[src/rtl/vip_sobel_edge_3x3_8bit.sv]
// Purpose: Sobel |gx|+|gy| magnitude of a 3x3 window, thresholded to a binary edge pixel stream.
// Latency: fixed 3 clk for data and for vsync/href/clken.
// Backpressure: none; the pipeline is free-running and clken only marks valid pixels.
// Optional: define SOBEL_GRAD_OUT_EN to drive post_img_y with min(mag,255) instead of 0/255.
module vip_sobel_edge_3x3_8bit #(
  parameter int BORDER_COLS = 2,
  parameter int BORDER_ROWS = 2
) (
  input  logic        clk,
  input  logic        rst_n,
  input  logic        matrix_frame_vsync,
  input  logic        matrix_frame_href,
  input  logic        matrix_frame_clken,
  input  logic [7:0]  matrix_p11,
  input  logic [7:0]  matrix_p12,
  input  logic [7:0]  matrix_p13,
  input  logic [7:0]  matrix_p21,
  input  logic [7:0]  matrix_p22,
  input  logic [7:0]  matrix_p23,
  input  logic [7:0]  matrix_p31,
  input  logic [7:0]  matrix_p32,
  input  logic [7:0]  matrix_p33,
  input  logic [10:0] threshold,
  output logic        post_frame_vsync,
  output logic        post_frame_href,
  output logic        post_frame_clken,
  output logic        post_img_bit,
  output logic [7:0]  post_img_y
);

  // Weighted 1-2-1 sum of three taps; at most 4*255 = 1020, so 10 bits never overflow.
  function automatic logic [9:0] tap_sum(input logic [7:0] a, input logic [7:0] b, input logic [7:0] c);
    return {2'b00, a} + {1'b0, b, 1'b0} + {2'b00, c};
  endfunction

  // Absolute difference as larger minus smaller, so the result can never wrap.
  function automatic logic [9:0] abs_diff(input logic [9:0] a, input logic [9:0] b);
    return (a >= b) ? (a - b) : (b - a);
  endfunction

  // The centre tap has zero weight in both kernels.
  logic unused_p22;
  assign unused_p22 = ^matrix_p22;

  // Input-side position tracking
  logic       vsync_q, href_q;
  logic [1:0] col_q, col_d;
  logic [1:0] row_q, row_d;
  logic       vsync_edge, href_fall, mask_in;

  assign vsync_edge = matrix_frame_vsync ^ vsync_q;
  assign href_fall  = href_q & ~matrix_frame_href;
  assign mask_in    = ({30'd0, col_q} < BORDER_COLS[31:0]) || ({30'd0, row_q} < BORDER_ROWS[31:0]);

  // Pipeline state
  logic [9:0]  gx_p_q, gx_n_q, gy_p_q, gy_n_q;
  logic        mask1_q, mask2_q;
  logic [9:0]  gx_abs_q, gy_abs_q;
  logic [10:0] mag_d;
  logic        edge_d, edge_q;
  logic [2:0]  vsync_dly_q, href_dly_q, clken_dly_q;

  assign mag_d  = {1'b0, gx_abs_q} + {1'b0, gy_abs_q};
  assign edge_d = (mag_d >= threshold) && !mask2_q;

  // Next column/row count: vsync edge clear beats an href falling edge; both saturate at 3.
  always_comb begin
    col_d = col_q;
    row_d = row_q;
    if (!matrix_frame_href) begin
      col_d = 2'd0;
    end else if (matrix_frame_clken && (col_q != 2'd3)) begin
      col_d = col_q + 2'd1;
    end
    if (vsync_edge) begin
      row_d = 2'd0;
    end else if (href_fall && (row_q != 2'd3)) begin
      row_d = row_q + 2'd1;
    end
  end

  // Position counters and previous sync levels used for edge detection
  always_ff @(posedge clk or negedge rst_n) begin
    if (!rst_n) begin
      vsync_q <= 1'b0;
      href_q  <= 1'b0;
      col_q   <= 2'd0;
      row_q   <= 2'd0;
    end else begin
      vsync_q <= matrix_frame_vsync;
      href_q  <= matrix_frame_href;
      col_q   <= col_d;
      row_q   <= row_d;
    end
  end

  // S1/S2: kernel half-sums, then their absolute differences, with the border mask alongside
  always_ff @(posedge clk or negedge rst_n) begin
    if (!rst_n) begin
      gx_p_q   <= '0;
      gx_n_q   <= '0;
      gy_p_q   <= '0;
      gy_n_q   <= '0;
      mask1_q  <= 1'b0;
      gx_abs_q <= '0;
      gy_abs_q <= '0;
      mask2_q  <= 1'b0;
    end else begin
      gx_p_q   <= tap_sum(matrix_p13, matrix_p23, matrix_p33);
      gx_n_q   <= tap_sum(matrix_p11, matrix_p21, matrix_p31);
      gy_p_q   <= tap_sum(matrix_p11, matrix_p12, matrix_p13);
      gy_n_q   <= tap_sum(matrix_p31, matrix_p32, matrix_p33);
      mask1_q  <= mask_in;
      gx_abs_q <= abs_diff(gx_p_q, gx_n_q);
      gy_abs_q <= abs_diff(gy_p_q, gy_n_q);
      mask2_q  <= mask1_q;
    end
  end

  // S3: thresholded edge decision
  always_ff @(posedge clk or negedge rst_n) begin
    if (!rst_n) begin
      edge_q <= 1'b0;
    end else begin
      edge_q <= edge_d;
    end
  end

  // Sync signals ride a 3-deep shift register to stay aligned with the data
  always_ff @(posedge clk or negedge rst_n) begin
    if (!rst_n) begin
      vsync_dly_q <= '0;
      href_dly_q  <= '0;
      clken_dly_q <= '0;
    end else begin
      vsync_dly_q <= {vsync_dly_q[1:0], matrix_frame_vsync};
      href_dly_q  <= {href_dly_q[1:0], matrix_frame_href};
      clken_dly_q <= {clken_dly_q[1:0], matrix_frame_clken};
    end
  end

  assign post_frame_vsync = vsync_dly_q[2];
  assign post_frame_href  = href_dly_q[2];
  assign post_frame_clken = clken_dly_q[2];
  assign post_img_bit     = edge_q & href_dly_q[2];

`ifdef SOBEL_GRAD_OUT_EN
  logic [7:0] grad_d, grad_q;

  assign grad_d = mask2_q ? 8'd0 : ((mag_d > 11'd255) ? 8'd255 : mag_d[7:0]);

  // S3: saturated gradient value, zero inside the border
  always_ff @(posedge clk or negedge rst_n) begin
    if (!rst_n) begin
      grad_q <= 8'd0;
    end else begin
      grad_q <= grad_d;
    end
  end

  assign post_img_y = href_dly_q[2] ? grad_q : 8'd0;
`else
  assign post_img_y = {8{post_img_bit}};
`endif

endmodule

[config.mk]
export PLATFORM = sky130hd
export DESIGN_NAME = vip_sobel_edge_3x3_8bit
export DESIGN_NICKNAME = d
export VERILOG_FILES = /design/src/rtl/vip_sobel_edge_3x3_8bit.sv
export SDC_FILE = /design/constraint.sdc
export NUM_CORES = 1
export LEC_CHECK = 0
export BUFFER_PORTS_ARGS = -buffer_cell sky130_fd_sc_hd__buf_2
export CORE_UTILIZATION = 51
export CTS_CLUSTER_DIAMETER = 50
export DETAILED_ROUTE_END_ITERATION = 10
export PLACE_DENSITY = 0.81
export SETUP_SLACK_MARGIN = 0.5
export SKIP_CTS_REPAIR_TIMING = 1
export SYNTH_ARGS = -nofsm -noshare
export SYNTH_HDL_FRONTEND = slang
export SYNTH_SLANG_ARGS = --single-unit
export TNS_END_PERCENT = 20
[constraint.sdc]
create_clock -name clk -period 4.5 [get_ports clk]
set_clock_uncertainty 0.05 [all_clocks]
set_input_delay 0.9 -clock clk [delete_from_list [all_inputs] [get_ports clk]]
set_output_delay 0.9 -clock clk [all_outputs]
set_load 0.01 [all_outputs]
==> results of run 1 <==
==> logic make-up (layout without fill, tap and decap cells) <==
logic type,after synthesis,count (layout),share of synthesized area (%)
xor+xnor,51,51,7.09
mux,19,19,3.10
fa+ha+maj,134,134,31.0
buf+inv,101,194,6.85
simple gates,100,100,7.96
compound gates,140,140,13.8
flops,76,76,30.2
==> flip-flops by register name, indices dropped and copies added (netlist names), 3 cells and up <==
register and count:
clken_dly_q 3, gx_abs_q 10, gx_n_q 10, gx_p_q 10
gy_abs_q 10, gy_n_q 10, gy_p_q 10, href_dly_q 3
vsync_dly_q 3
==> per-layer routing <==
layer  vias up  global-route usage (%)  share of wire (%)
met5         -                       0                  0
met4         0                    11.6                3.7
met3        39                    4.34                4.8
met2       160                    40.0                 49
met1      2214                    26.7                 43
li1       2267                       -                  -
==> per-stage QoR <==
stage	setup WS (ns)	power (W)	area [µm²]
2_1_floorplan	1.74	0.00353	6300
3_3_place_gp	1.38	0.00408	6840
3_5_place_dp	1.34	0.00423	6840
4_1_cts	1.68	0.00494	7130
5_1_grt	1.48	0.00539	7130
6_report	1.67	0.00492	7130
==> worst reg2reg max path, stage by stage, from the launching register on <==
cell	delay [ns]
dfrtp_1	0.39
ha_1	0.30
a21o_1	0.18
a21oi_1	0.23
o21a_1	0.22
o21ai_0	0.10
a21oi_1	0.18
xnor2_1	0.14
ha_1	0.26
a21o_1	0.18
a21oi_1	0.18
a211oi_1	0.09
a22o_1	0.20
==> path summary, 6_finish.rpt <==
check | from | endpoint | slack, ns
hold reg to reg | clken_dly_q[1] | clken_dly_q[2] | 0.30
setup reg to reg | gx_abs_q[1] | edge_q | 1.69
hold / removal | clken_dly_q[1] | clken_dly_q[2] | 0.30
min in group asynchronous | rst_n | gx_abs_q[2] | 0.65
setup / recovery | matrix_p31[2] | gy_n_q[8] | 1.67
max in group asynchronous | rst_n | gx_p_q[8] | 3.17
==> power breakdown <==
group	internal, W	switching (W)
Combinational	0.00143	0.00175
Sequential	0.000932	0.000125
Clock	0.000380	0.000298
Total	0.00275	0.00217
==> cells in the final DEF (no fill, tap or decap), drive strengths merged, types with 4 or more instances in the layout <==
cell type,instances
o21a,11
nor2,24
o41ai,4
xor2,14
ha,97
nand2,22
nor2b,11
inv,88
xnor2,37
nand3,9
nor3,7
o31ai,4
nand2b,13
fa,37
o21bai,4
o21ai,36
buf,92
dfrtp,76
a31oi,5
a21oi,48
mux2i,18
a21o,15
clkbuf,9
==> layout make-up <==
cell class	count	area (µm²)
clock buffers	9	225
clock inverters	7	60.1
fillers	1014	4880
inverters	86	323
multi-input cells	444	3970
flip-flops and latches	76	1900
well taps	147	184
repair buffers	92	465
==> metrics.txt, run 1 <==
later-pin clock latency in the skew report 0.34 ns; CP Depth 8; area of the die 12,800 µm²; CTS Buf Count 9; layout cells sized above 1 16.5%; CTS tree yes; Yosys cell types 50; hold_ws 0.300 ns; RePlAce Congestion 0.926; post-synth top area share 30.2%; Min-Delay Path Class reg -> reg; CP max-delay cell fa_1; area of the mapped netlist 6300 µm²; Root Driver clkbuf_16; via count 4,680; # diodes 0; Hold Crit Depth 0; Finished Core Util 59.3%; number of H-tree levels 3; num ports 100; Tightest Pin Transition 0.911 ns; Static Leakage 3.65 nW; status finished clean; vias in the first global route 4,970; reg2reg path depth 12; achievable frequency 353 MHz; RSZ-0062 raised after global routing false; Initial Utilization 52.5%; Area Growth Syn to Fin 13.1%; Inst Count DP 845; # setup viols final 0; Data required, critical path 4.72 ns; Async SR Flop Fraction 100%; Longest Clk Path Bufs 2; total gr overflow 0; max_cap viols 0; first-pass GRT wire length 22.8 mm; number of vias per cell 5.44; crit-path max cell delay 0.54 ns; Final #Nets 931; final hold violations 0; Critical Path Start Type input pin; routed wire length 13.2 mm; FP Rows 40; routed len/inst 15.4 µm; Finished Layout Cells 861; CP top delay family compound AO/OA/AOI/OAI gates; Post-route DRC 0; PortBufs 91; ranking of synthesized cells by area dfrtp_1 (30%), ha_1 (19%), fa_1 (12%); syn nets 843; die width 113 µm; top-count cell post-synth ha_1; period utilization 62.9%; Max VDD drop 0.257 mV; DRT iter0 DRCs 164; Post-synth EDFFs 0; Worst Path Buf+Inv 1; Synth Warn # 0; Mean Syn Cell Area 10.1 µm²; Setup TNS 0 ns; Yosys reg bits 76; core area 12,000 µm²; synthesized netlist cell count 621; Final Max Tran Viols 0; clock-pin transition on the worst setup and hold timing paths 0.06 ns; DRT Pass-1 Iters 4; minimum clock period 2.83 ns; cell taking the most area after synthesis dfrtp_1; gr usage total 22.8%; slew margin rel. 39.3%; Seq/Total Area, Yosys 30.2%; CP endpoint kind register; initial antenna violation count 0; Pwr Density 690 nW/µm²; critical path data arrival time 3.05 ns; Routed Antenna Nets 0; post-DP HPWL 11.2 mm; Die H 113 µm; critical path class in -> reg; CTS Sinks 76; ys flop type dfrtp_1; Synth top cells by count ha_1 (97), inv_1 (85), dfrtp_1 (76), a21oi_1 (47); largest net degree at the start of global routing 77; CP Cell Sequence buf_2 -> fa_1 -> ha_1 -> a21o_1 -> a21oi_1 -> o21ai_0 -> o41ai_1 -> xnor2_1; crit-path max FO 2
Power figures use the tool's default switching activity.
==> inputs of run 2 (changes only) <==
--- a/config.mk
+++ b/config.mk
@@ -5,11 +5,12 @@
 export SDC_FILE = /design/constraint.sdc
 export NUM_CORES = 1
 export LEC_CHECK = 0
+export ABC_AREA = 1
 export BUFFER_PORTS_ARGS = -buffer_cell sky130_fd_sc_hd__buf_2
 export CORE_UTILIZATION = 51
 export CTS_CLUSTER_DIAMETER = 50
 export DETAILED_ROUTE_END_ITERATION = 10
-export PLACE_DENSITY = 0.81
+export PLACE_DENSITY = 0.8
 export SETUP_SLACK_MARGIN = 0.5
 export SKIP_CTS_REPAIR_TIMING = 1
 export SYNTH_ARGS = -nofsm -noshare
==> constraint.sdc (replaced) <==
create_clock -name clk -period 2.9 [get_ports clk]
set_clock_uncertainty 0.05 [all_clocks]
set_input_delay 0.58 -clock clk [delete_from_list [all_inputs] [get_ports clk]]
set_output_delay 0.58 -clock clk [all_outputs]
set_load 0.01 [all_outputs]
==> run 2 against run 1 <==
Effect of this change:
- combinational power rose by 75%
- final area grew 11%
- synthesized cell count rose by 37%
- worst setup slack got worse by 1.2 ns
- worst hold slack lost 0.0025 ns
- wire length grew 12%
- power is 74% higher
- core utilization increased by 0.82 points
- final cell count rose by 30%
- count of clock-buffer cells in the layout stayed put
- sequential share of layout area shrank 2.7 points
- area after synthesis increased by 9.3%
- largest power group unchanged
==> metrics.txt, run 2 <==
status finished clean (unchanged); period utilization 83.0%; Min-Delay Startpoint vsync_dly_q[1] (was clken_dly_q[1]); critical register-to-register path endpoint edge_q (unchanged); critical path class in -> reg (unchanged); CTS Sinks 76 (unchanged); Seq/Total Area, Yosys 27.6% (was 30.2%); Synth Warn # 0 (unchanged); CP top delay family adder cells (was compound AO/OA/AOI/OAI gates); first-pass GRT wire length 24.6 mm (was 22.8 mm); CP max-delay cell fa_1 (unchanged); Area after DPL 7450 µm² (was 6840 µm²); global-route track usage on met1 26.5% (was 26.7%); vias in the first global route 5,597 (was 4,970); gr usage total 22.3% (was 22.8%); initial antenna violation count 1 (was 0); area of the die 14,000 µm² (was 12,800 µm²); via count 5,579 (was 4,680); Area Growth Syn to Fin 15.2% (was 13.1%); Post-route DRC 0 (unchanged); Root Driver clkbuf_16 (unchanged); Final Cell Area 7930 µm² (was 7130 µm²); Worst Path Buf+Inv 2 (was 1); core area 13,200 µm² (was 12,000 µm²); Tightest Pin Transition 0.900 ns (was 0.911 ns); Final Max Tran Viols 0 (unchanged); number of H-tree levels 3 (unchanged); Initial Utilization 52.2% (was 52.5%); die width 118 µm (was 113 µm); CP endpoint kind register (unchanged); Hold Crit Depth 0 (unchanged); Routed Antenna Nets 0 (unchanged); minimum clock period 2.41 ns; Die H 118 µm (was 113 µm); ranking of synthesized cells by area dfrtp_1 (28%), ha_1 (18%), nand2_1 (11%) (was dfrtp_1 (30%), ha_1 (19%), fa_1 (12%)); Setup TNS 0 ns (unchanged); routed len/inst 13.2 µm (was 15.4 µm); Synth top cells by count nand2_1 (201), inv_1 (150), ha_1 (97), dfrtp_1 (76), nand3_1 (67) (was ha_1 (97), inv_1 (85), dfrtp_1 (76), a21oi_1 (47)); Yosys cell types 32 (was 50); later-pin clock latency in the skew report 0.33 ns (was 0.34 ns); total gr overflow 0 (unchanged); # setup viols final 0 (unchanged); largest net degree at the start of global routing 77 (unchanged); Hold EP vsync_dly_q[2] (was clken_dly_q[2]); crit-path max FO 3 (was 2); DRT iter0 DRCs 283 (was 164); clock-pin transition on the worst setup and hold timing paths 0.06 ns (about the same); max_cap viols 0 (unchanged); final worst slack 0.494 ns (was 1.67 ns); post-DP HPWL 12.2 mm (was 11.2 mm); Final #Nets 1,161 (was 931); num ports 100 (unchanged); r2r setup slk 0.55 ns (was 1.69 ns); DRT Pass-1 Iters 4 (unchanged); RR Startpoint gx_abs_q[0] (was gx_abs_q[1]); Yosys reg bits 76 (unchanged); RePlAce Congestion 0.961 (was 0.926); CP Cell Sequence buf_2 -> fa_1 -> ha_1 -> inv_1 -> fa_1 -> o21ai_0 -> nand2_1 -> nand2_1 -> xor2_1 (was buf_2 -> fa_1 -> ha_1 -> a21o_1 -> a21oi_1 -> o21ai_0 -> o41ai_1 -> xnor2_1); grt met2 use 39.9% (was 40.0%); reg2reg path depth 13 (was 12); layout cells sized above 1 15.2% (was 16.5%); Post-synth EDFFs 0 (unchanged); synthesized netlist cell count 853 (was 621); Longest Clk Path Bufs 2 (unchanged); Critical Path Start Type input pin (unchanged); cell taking the most area after synthesis dfrtp_1 (unchanged); post-synth top area share 27.6% (was 30.2%); CTS Buf Count 9 (unchanged); Static Leakage 4.36 nW (was 3.65 nW); Pwr Density 1080 nW/µm² (was 690 nW/µm²); commonest cells after routing, fill and taps aside nand2_1 (200), inv_1 (149), ha_1 (92) (was ha_1 (97), buf_2 (90), inv_1 (85)); Data required, critical path 3.11 ns (was 4.72 ns); Mean Syn Cell Area 8.07 µm² (was 10.1 µm²); critical path data arrival time 2.61 ns (was 3.05 ns); slew margin rel. 40.0% (was 39.3%); routed wire length 14.8 mm (was 13.2 mm); most used routing layer met2 (unchanged); achievable frequency 416 MHz; RSZ-0062 raised after global routing true (was false); Async SR Flop Fraction 100% (unchanged); top-count cell post-synth nand2_1 (was ha_1); Min-Delay Path Class reg -> reg (unchanged); CTS tree yes (unchanged); FP Rows 42 (was 40); worst slack, placed 0.162 ns (was 1.34 ns); syn nets 1,075 (was 843); Max VDD drop 0.391 mV (was 0.257 mV); area of the mapped netlist 6890 µm² (was 6300 µm²); ys flop type dfrtp_1 (unchanged); crit-path max cell delay 0.59 ns (was 0.54 ns); GR Layer Usage met3 3.96% (was 4.34%); final hold violations 0 (unchanged); number of vias per cell 4.98 (was 5.44); commonest non-fill, non-tap cell in the layout nand2_1 (was ha_1); PortBufs 91 (unchanged)
## run 2: cell count changes after synthesis, moves of 14 or more
cell / before / now
inv_1: 85 / 150
mux2i_1: 18 / 0
nand2_1: 21 / 201
xnor2_1: 37 / 12
xor2_1: 14 / 35
nand3_1: 9 / 67
o21ai_0: 35 / 21
## run 2: metal layers
metal / vias to the layer above / routed length, µm
met5: - / 0
met4: 0 / 526
met3: 29 / 633
met2: 165 / 7320
met1: 2523 / 6300
li1: 2862 / -
## run 2: worst max path at each step
stage	to	startpoint	cells after the start
detailed placement	gy_p_q[7]	matrix_p11[1]	9
global placement	gx_p_q[7]	matrix_p13[1]	9
finish	gy_p_q[7]	matrix_p11[1]	9
global route	edge_q	gx_abs_q[2]	14
CTS	edge_q	gx_abs_q[0]	13
floorplan	edge_q	gx_abs_q[0]	13
## run 2: cell type report
| class | count | area (µm²) |
|---|---|---|
| diodes | 1 | 2.50 |
| clock buffers | 9 | 225 |
| clock inverters | 6 | 138 |
| fillers | 1140 | 5260 |
| inverters | 151 | 567 |
| multi-input cells | 608 | 4410 |
| flip-flops and latches | 76 | 1900 |
| well taps | 176 | 220 |
| repair buffers | 93 | 473 |
## run 2: cells by family (layout without fill, tap and decap cells)
family	Yosys count	count (layout)	synth area share, %
flops	76	76	27.6
other cells	0	1	0
buf+inv	169	259	10.0
compound gates	92	92	7.34
fa+ha+maj	134	134	28.4
simple gates	335	335	20.7
xor+xnor	47	47	5.98
## run 2: worst reg2reg max path: cells and delay by family, from the launching register on
kind | cells | cell delay (ns)
adder cells (fa/ha/maj) | 3 | 0.84
buffers and inverters | 1 | 0.05
flip-flops | 1 | 0.33
XOR/XNOR | 1 | 0.15
AO/OA/AOI/OAI | 3 | 0.43
AND/OR/NAND/NOR | 5 | 0.38
## run 2: metrics by stage
step                      utilization [%]  total power, W  hold slack (ns)  cells
after global routing                 60.1         0.00954            0.306   1119
after detailed placement             56.5         0.00688            0.286   1103
after global placement               56.5         0.00672            0.282   1103
final                                60.1         0.00857            0.297   1120
after CTS                            59.2         0.00829            0.300   1118
after floorplan                         -         0.00582            0.234    853
## run 2: power by group
| group | total (W) | switching [W] | internal [W] |
|---|---|---|---|
| registers | 0.00165 | 0.000219 | 0.00143 |
| clock network | 0.00135 | 0.000426 | 0.000925 |
| logic | 0.00557 | 0.00337 | 0.00219 |
| total | 0.00857 | 0.00402 | 0.00455 |
